<file path="config.mk">
export PLATFORM = sky130hd
export DESIGN_NAME = exec_controller
export DESIGN_NICKNAME = d
export VERILOG_FILES = /design/src/rtl/exec_controller.sv
export SDC_FILE = /design/constraint.sdc
export NUM_CORES = 1
export LEC_CHECK = 0
export BUFFER_PORTS_ARGS = -buffer_cell sky130_fd_sc_hd__buf_2
export CORE_MARGIN = 3
export CORE_UTILIZATION = 46
export CTS_CLUSTER_SIZE = 30
export DETAILED_ROUTE_END_ITERATION = 6
export PLACE_DENSITY_LB_ADDON = 0.1
export SETUP_SLACK_MARGIN = 0.02
export SLEW_MARGIN = 10
export SYNTH_ARGS = -nofsm -noshare
export SYNTH_HDL_FRONTEND = slang
export SYNTH_SLANG_ARGS = --single-unit
</file>
<file path="constraint.sdc">
create_clock -name clk -period 3.3 [get_ports clk]
set_clock_uncertainty 0.1 [all_clocks]
set_input_delay 0.165 -clock clk [delete_from_list [all_inputs] [get_ports clk]]
set_output_delay 0.165 -clock clk [all_outputs]
set_load 0.005 [all_outputs]
</file>
<file path="src/rtl/exec_controller.sv">
// Run/halt/single-step sequencer generating the core's global execute enable.
// Define BREAKPOINT_EN to build the PC breakpoint comparator and its halt cause.
module exec_controller #(
    parameter int unsigned DEBOUNCE_CYCLES = 500000,
    parameter logic [31:0] EBREAK_INSTR    = 32'h00100073
) (
    input  logic        clk,
    input  logic        reset,
    input  logic        run_sw_i,
    input  logic        step_btn_i,
    input  logic        halt_req_i,
    input  logic [31:0] pc_i,
    input  logic [31:0] instr_i,
    input  logic [31:0] bp_addr_i,
    input  logic        bp_valid_i,
    output logic        cpu_en_o,
    output logic [1:0]  state_o,
    output logic [1:0]  halt_cause_o,
    output logic [31:0] retired_o
);

    typedef enum logic [1:0] {
        ST_HALT  = 2'b00,
        ST_RUN   = 2'b01,
        ST_STEP  = 2'b10,
        ST_BREAK = 2'b11
    } state_e;

    localparam logic [1:0] CAUSE_NONE  = 2'b00;
    localparam logic [1:0] CAUSE_HALT  = 2'b01;
    localparam logic [1:0] CAUSE_BP    = 2'b10;
    localparam logic [1:0] CAUSE_EBRK  = 2'b11;

    localparam int unsigned           CNT_W    = $clog2(DEBOUNCE_CYCLES + 1);
    localparam logic [CNT_W-1:0]      CNT_LAST = CNT_W'(DEBOUNCE_CYCLES - 1);

    state_e            state_q, state_d;
    logic [1:0]        cause_q, cause_d;
    logic              skip_q, skip_d;
    logic [31:0]       retired_q, retired_d;
    logic              sync1_q, sync2_q, deb_q, deb_prev_q;
    logic [CNT_W-1:0]  deb_cnt_q;
    logic              step_pulse, bp_hit, eb_hit, cpu_en;

    // Debounced level changes only after DEBOUNCE_CYCLES consecutive samples disagree with it.
    // NOTE: sequential state uses non-blocking assignments so every flop samples pre-edge values.
    always_ff @(posedge clk) begin
        if (reset) begin
            sync1_q    <= 1'b0;
            sync2_q    <= 1'b0;
            deb_q      <= 1'b0;
            deb_prev_q <= 1'b0;
            deb_cnt_q  <= '0;
        end else begin
            sync1_q    <= step_btn_i;
            sync2_q    <= sync1_q;
            deb_prev_q <= deb_q;
            if (sync2_q == deb_q) begin
                deb_cnt_q <= '0;
            end else if (deb_cnt_q == CNT_LAST) begin
                deb_q     <= sync2_q;
                deb_cnt_q <= '0;
            end else begin
                deb_cnt_q <= deb_cnt_q + 1'b1;
            end
        end
    end

    assign step_pulse = deb_q & ~deb_prev_q;

`ifdef BREAKPOINT_EN
    assign bp_hit = bp_valid_i & (pc_i == bp_addr_i) & ~skip_q;
`else
    logic unused_bp;
    assign unused_bp = ^{bp_addr_i, bp_valid_i};
    assign bp_hit    = 1'b0;
`endif

    // skip also masks EBREAK so resuming at a trapped EBREAK executes it once.
    assign eb_hit = (instr_i == EBREAK_INSTR) & ~skip_q;

    assign cpu_en = ~reset & (((state_q == ST_RUN) & ~halt_req_i & ~bp_hit & ~eb_hit)
                              | (state_q == ST_STEP));

    // NOTE: every always_comb output gets a default first so no path can infer a latch.
    always_comb begin
        state_d   = state_q;
        cause_d   = cause_q;
        skip_d    = 1'b0;
        retired_d = retired_q + {31'b0, cpu_en};
        unique case (state_q)
            ST_HALT: begin
                if (halt_req_i) begin
                    state_d = ST_HALT;
                end else if (run_sw_i) begin
                    state_d = ST_RUN;
                    skip_d  = 1'b1;
                    cause_d = CAUSE_NONE;
                end else if (step_pulse) begin
                    state_d = ST_STEP;
                end
            end
            ST_RUN: begin
                if (halt_req_i) begin
                    state_d = ST_HALT;
                    cause_d = CAUSE_HALT;
                end else if (eb_hit) begin
                    state_d = ST_BREAK;
                    cause_d = CAUSE_EBRK;
                end else if (bp_hit) begin
                    state_d = ST_BREAK;
                    cause_d = CAUSE_BP;
                end else if (!run_sw_i) begin
                    state_d = ST_HALT;
                    cause_d = CAUSE_HALT;
                end
            end
            ST_STEP: state_d = ST_HALT;
            ST_BREAK: begin
                if (halt_req_i || !run_sw_i) begin
                    state_d = ST_HALT;
                end else if (step_pulse) begin
                    state_d = ST_STEP;
                end
            end
            default: state_d = ST_HALT;
        endcase
    end

    always_ff @(posedge clk) begin
        if (reset) begin
            state_q   <= ST_HALT;
            cause_q   <= CAUSE_NONE;
            skip_q    <= 1'b0;
            retired_q <= '0;
        end else begin
            state_q   <= state_d;
            cause_q   <= cause_d;
            skip_q    <= skip_d;
            retired_q <= retired_d;
        end
    end

    assign cpu_en_o     = cpu_en;
    assign state_o      = state_q;
    assign halt_cause_o = cause_q;
    assign retired_o    = retired_q;

endmodule
</file>
# ---- Yosys cells after proc, flatten, opt, wreduce, memory -nomap -nowiden
# Cells that the tools add are included.
dict set report word_totals {
  ff_bits 60
  inputBits 102
  output_inout_bits 37
  wordCells 56
}
dict set report op_classes {
  n_addsub 2
  n_eq_ne 9
  mux 15
  bitwise_logic 13
  n_reduce_logical 8
}
# cell n
set ops {}
lappend ops {{32-bit by 1-bit adder with 32-bit output} 1}
lappend ops {{32-bit by 21-bit == test with 1-bit output (second input constant)} 1}
lappend ops {{2-bit 2-to-1 mux} 12}
lappend ops {{19-bit by 1-bit adder with 19-bit output (second input constant)} 1}
lappend ops {{19-bit == test (second input constant)} 1}
lappend ops {{2-bit case mux with 4 select lines} 1}
lappend ops {{1-bit inverter} 7}
lappend ops {{3-bit OR reduction} 2}
lappend ops {{1-bit bitwise AND} 5}
lappend ops {{2-bit == test (second input constant)} 2}
lappend ops {{2-bit != test (second input constant)} 2}
lappend ops {{4-bit != test (second input constant)} 1}
lappend ops {{2-bit case mux with 2 select lines} 1}
lappend ops {{4-bit AND reduction} 1}
lappend ops {{2-bit by 1-bit == test with 1-bit output (second input constant)} 1}
lappend ops {{2-bit logical NOT} 1}
lappend ops {{2-bit AND reduction} 1}
lappend ops {{2-bit nonzero test} 1}
lappend ops {{1-bit == test} 1}
lappend ops {{1-bit logical NOT} 1}
lappend ops {{1-bit logical OR} 1}
lappend ops {{1-bit 2-to-1 mux} 1}
lappend ops {{1-bit bitwise OR} 1}

# ---- Logic depth before layout (Yosys ltp)
dict set report logic_depth {
  depth_word 7
  mapped_depth 12
  ltp_nobuf 10
}

# ---- Worst setup path before layout
# Ideal clock, no wire load.
dict set report synth_timing {
  path_type {input -> register}
  startpoint {in reset}
  endpoint {reg retired_q[28], in the netlist retired_o[28]}
  setup_ps 121
  arrival_ps 2586
  t_required_ps 3079
  path_slack_ps 493
  cell_stages 10
  n_path_buf 1
  path_cell_list {clkbuf_1 > nor2_1 > o311ai_0 > o21ai_0 > ha_1 > ha_1 > nand4_1 > or2_2 > nor4_1 > mux2_2}
}
dict set report synth_via {
  elab_chain_cells 3
}
# element line_no
set synth_rtl {}
lappend synth_rtl {{start, declared} 8} ;# input logic reset,
lappend synth_rtl {{1-bit inverter} 82} ;# assign cpu_en = ~reset & (((state_q == ST_RUN) & ~halt_req_i & ~bp_hit & ~eb_hit)
lappend synth_rtl {{1-bit bitwise AND} 82}
lappend synth_rtl {{via cpu_en_o} 16} ;# output logic cpu_en_o,
lappend synth_rtl {{32-bit by 1-bit adder with 32-bit output} 90} ;# retired_d = retired_q + {31'b0, cpu_en};
lappend synth_rtl {{end signal, assigned} 140} ;# retired_q <= retired_d;
lappend synth_rtl {{end, declared} 40} ;# logic [31:0] retired_q, retired_d;
# The timed path passes the listed nets, and every way through them passes these cells.
# A chain may end at the register's enable or synchronous reset.

# ---- Worst setup path after layout
dict set report layout_timing {
  startpoint {reg state_q[0], in the netlist state_o[0]}
  endpoint {reg retired_q[30], in the netlist retired_o[30]}
}
dict set report layout_via {
  elab_chain_cells 6
  elab_cells_between_ends 7
  classes_between {1 x add/sub; 2 x eq/ne; 4 x bitwise}
}
# element line_no
set layout_rtl {}
lappend layout_rtl {{start, declared} 37} ;# state_e state_q, state_d;
lappend layout_rtl {{start signal, assigned} 137} ;# state_q <= state_d;
lappend layout_rtl {{2-bit by 1-bit == test with 1-bit output} 82}
lappend layout_rtl {{1-bit bitwise AND (2 in series)} 82}
lappend layout_rtl {{1-bit bitwise OR (*)} 83} ;# | (state_q == ST_STEP));
lappend layout_rtl {{1-bit bitwise AND (*)} 82}
lappend layout_rtl {{32-bit by 1-bit adder with 32-bit output (*)} 90}
# Mark *: on every way between the ends. The rest lies on a longest branch, timed or not.

==> flow_metrics.env <==
export IMPL_root_buffer="clkbuf_8"
export IMPL_synth_main_ff_cell="dfxtp_1"
export IMPL_synth_xor_area_share_pct=7.83
export IMPL_netlist_instances=342
export IMPL_yosys_area_share_adder_pct=1.29
export IMPL_cp_end_kind="flip-flop"
export IMPL_r2r_start="state_o[0]"
export IMPL_p_leak_nw=1.30
export IMPL_final_max_slew_viol_count=0
export IMPL_start_util_pct=48.2
export IMPL_post_cts_buffers=0
export IMPL_synth_edf_count=0
export IMPL_place_worst_setup_slack_ns=0.256
export IMPL_rows=28
export IMPL_cp_cell_sequence="o311ai_0 -> o21ai_0 -> ha_1 -> ha_1 -> nand4_1 -> or2_2 -> nor4_1 -> mux2_2"
export IMPL_cts_buffer_depth=2
export IMPL_ant_nets=0
export IMPL_synth_seq_area_share_pct=41.3
export IMPL_ios=139
export IMPL_p_int_mw=1.10
export IMPL_die_w_um=85.5
export IMPL_grt_start_max_net_pins=46
export IMPL_finalPower_mw=1.41
export IMPL_cts_resized=0
export IMPL_cts_htree_levels=3
export IMPL_cp_arrival_ns=3.08
export IMPL_drt_pass1_iter_count=4
export IMPL_max_freq_mhz=338
export IMPL_peakVddDrop_v=0.000362
export IMPL_io_buffer_count=73
export IMPL_synth_fp_nets=447
export IMPL_path_class="reg2reg"
export IMPL_synth_compound_area_share_pct=11.3
export IMPL_wl_per_cell_um=13.8
export IMPL_wl_met1_mm=3.42
export IMPL_synth_top_family_by_area="simple AND/OR/NAND/NOR gates"
export IMPL_combPwrFrac_pct=3.6
export IMPL_crit_fanout=8
export IMPL_antenna_cells=0
export IMPL_yosys_area_share_simple_pct=33.1
export IMPL_ys_types=41
export IMPL_hold_viol=0
export IMPL_wl_met2_mm=3.04
export IMPL_period_share_pct=89.5
export IMPL_hold_path_class="in2reg"
export IMPL_highest_layer="met4"
export IMPL_syn_area_per_cell_um2=8.50
export IMPL_clk_pin_slew_ns=0.07
export IMPL_async_reset_ff_share_pct=0
export IMPL_hp_start="reset"
export IMPL_slew_headroom_pct=57.3
export IMPL_dieArea_mm2=0.00731
export IMPL_max_cap_violations=0
export IMPL_synth_top_cell_by_area="dfxtp_1"
export IMPL_yosysWarnings=0
export IMPL_tightest_slew_ns=0.639
export IMPL_ys_seq_elements=60
export IMPL_grt_pass1_wl_mm=11.6
export IMPL_rsz0062_at_grt="false"
export IMPL_slowest_stage="dfxtp_1"
export IMPL_drc=0
export IMPL_drtIter0Drc=153
export IMPL_whs_ns=0.0748
export IMPL_finalCriticalPeriod_ns=2.95
export IMPL_final_cell_mix="buf_2 (73), dfxtp_1 (60), nor2_1 (45), nand3_1 (21), xnor2_1 (21)"
export IMPL_via_count=2819
export IMPL_fillers=578
export IMPL_postLayoutSetupSlackWorst_ns=0.346
export IMPL_yosys_mux_area_fraction_pct=1.55
export IMPL_clkPwrFrac_pct=44.5
export IMPL_cpMostUsedCell="ha_1"
export IMPL_required_ns=3.43
export IMPL_setup_tns_ns=0
export IMPL_wl_mm=6.90
export IMPL_post_route_cells_drive_above_1_share_pct=23.5
export IMPL_holdBufCountCts=1
export IMPL_gp_congestion=0.846
export IMPL_p_switching_uw=308
export IMPL_hpwlAfterDp_mm=4.88
export IMPL_seq_power_share_pct=51.9
export IMPL_areaGrowthSynthToFinish_pct=22.0
export IMPL_antenna_found_initial=0
export IMPL_cts_tree="yes"
export IMPL_core_mm2=0.00603
export IMPL_fin_cells=500
export IMPL_setup_viol=0
export IMPL_max_stage_delay_ns=0.45
export IMPL_viasPerCell=5.64
export IMPL_dr_wl_met3_um=367
export IMPL_cts_buffers=9
export IMPL_final_common_cell="buf_2"
export IMPL_p_sw_share_pct=21.9
export IMPL_clock_sinks=60
export IMPL_grt_pass1_vias=2534
export IMPL_dpl_cell_count=483
export IMPL_start_kind="flip-flop"
export IMPL_clk_latency_ns=0.34
export IMPL_die_h_um=85.5
export IMPL_grt_overflow_total=0
export IMPL_outcome="finished, final reports clean"
export IMPL_synthesis_area_mm2=0.00291
export IMPL_critPathLaunch="state_o[0]"
export IMPL_netlist_area_leader_share_pct=41.3
export IMPL_fin_nets=525
export IMPL_cellPowerDensity_mw_per_mm2=397
export IMPL_ys_top_cells_by_area="dfxtp_1 (41%), xnor2_1 (6.3%), nor2_1 (5.8%)"
export IMPL_grt_total_usage_pct=19.4
-- kinds of logic (layout without fill, tap and decap cells) --
family	count (synthesis)	after routing
compound gates	50	50
xor+xnor	26	26
fa+ha+maj	3	3
buf+inv	27	110
flops	60	60
mux	4	4
simple gates	172	172
-- synthesized netlist by cell type (all sizes together), types with 2 or more instances --
master and n:
or4 14, nand4 14, ha 3, clkbuf 7, or3 5, o21ai 5, o21a 2, xor2 5
o31ai 11, nand3 21, nor3 11, nor4b 6, inv 16, nand2b 3, nor2b 9, xnor2 21
nor4 15, dfxtp 60, a21o 2, and3 5, nor4bb 2, o41ai 4, nand3b 2, a21oi 19
nor2 45, mux2 4, or2 2, nand2 14, buf 4, nand4b 3
-- routing by layer --
| layer | track usage [%] | up-vias |
|---|---|---|
| met5 | 0 | - |
| met4 | 7.77 | 0 |
| met3 | 3.84 | 6 |
| met2 | 29.4 | 73 |
| met1 | 27.0 | 1312 |
| li1 | - | 1428 |
-- final timing paths --
path	end	slack, ns	depth (start not counted)
worst max-delay path	retired_o[30]	0.35	8
worst min-delay path	state_o[1]	0.07	3
worst max register to register	retired_o[30]	0.35	8
worst min register to register	deb_cnt_q[0]	0.36	1
-- metrics by stage --
step | area [um2] | util, %
global placement | 3350 | 55.6
global route | 3550 | 58.8
detailed placement | 3350 | 55.6
finish | 3550 | 58.8
CTS | 3550 | 58.8
floorplan | 2910 | -
-- final cells by class --
| class | instances | area (um2) | share of cell area, % |
|---|---|---|---|
| inverter | 16 | 60.1 | 1.69 |
| multi-input combinational | 255 | 1600 | 45.2 |
| clock buffer | 11 | 131 | 3.71 |
| timing repair buffer | 78 | 405 | 11.4 |
| tap | 75 | 93.8 | 2.65 |
| clock inverter | 5 | 52.6 | 1.48 |
| sequential | 60 | 1200 | 33.9 |
-- flip-flops by register name, summed over array words and instances (netlist names) --
name          cells
retired_o        32
deb_cnt_q        19
halt_cause_o      2
state_o           2
deb_prev_q        1
deb_q             1
skip_q            1
sync1_q           1
sync2_q           1
-- worst max-delay path: cells and delay by family (launching register included) --
family	cells	cell delay, ns
simple gates	3	0.83
fa+ha+maj	2	0.65
mux	1	0.37
flops	1	0.45
compound gates	2	0.44
-- power groups by stage --
stage / Sequential (mW) / Combinational, mW / Clock (mW)
final: 0.730 / 0.0507 / 0.626
after global routing: 0.730 / 0.0572 / 0.673
after CTS: 0.730 / 0.0514 / 0.645
after detailed placement: 0.747 / 0.0504 / 0
after global placement: 0.747 / 0.0490 / 0
after floorplan: 0.746 / 0.0218 / 0
No activity file was read; power rests on OpenSTA's default activity.
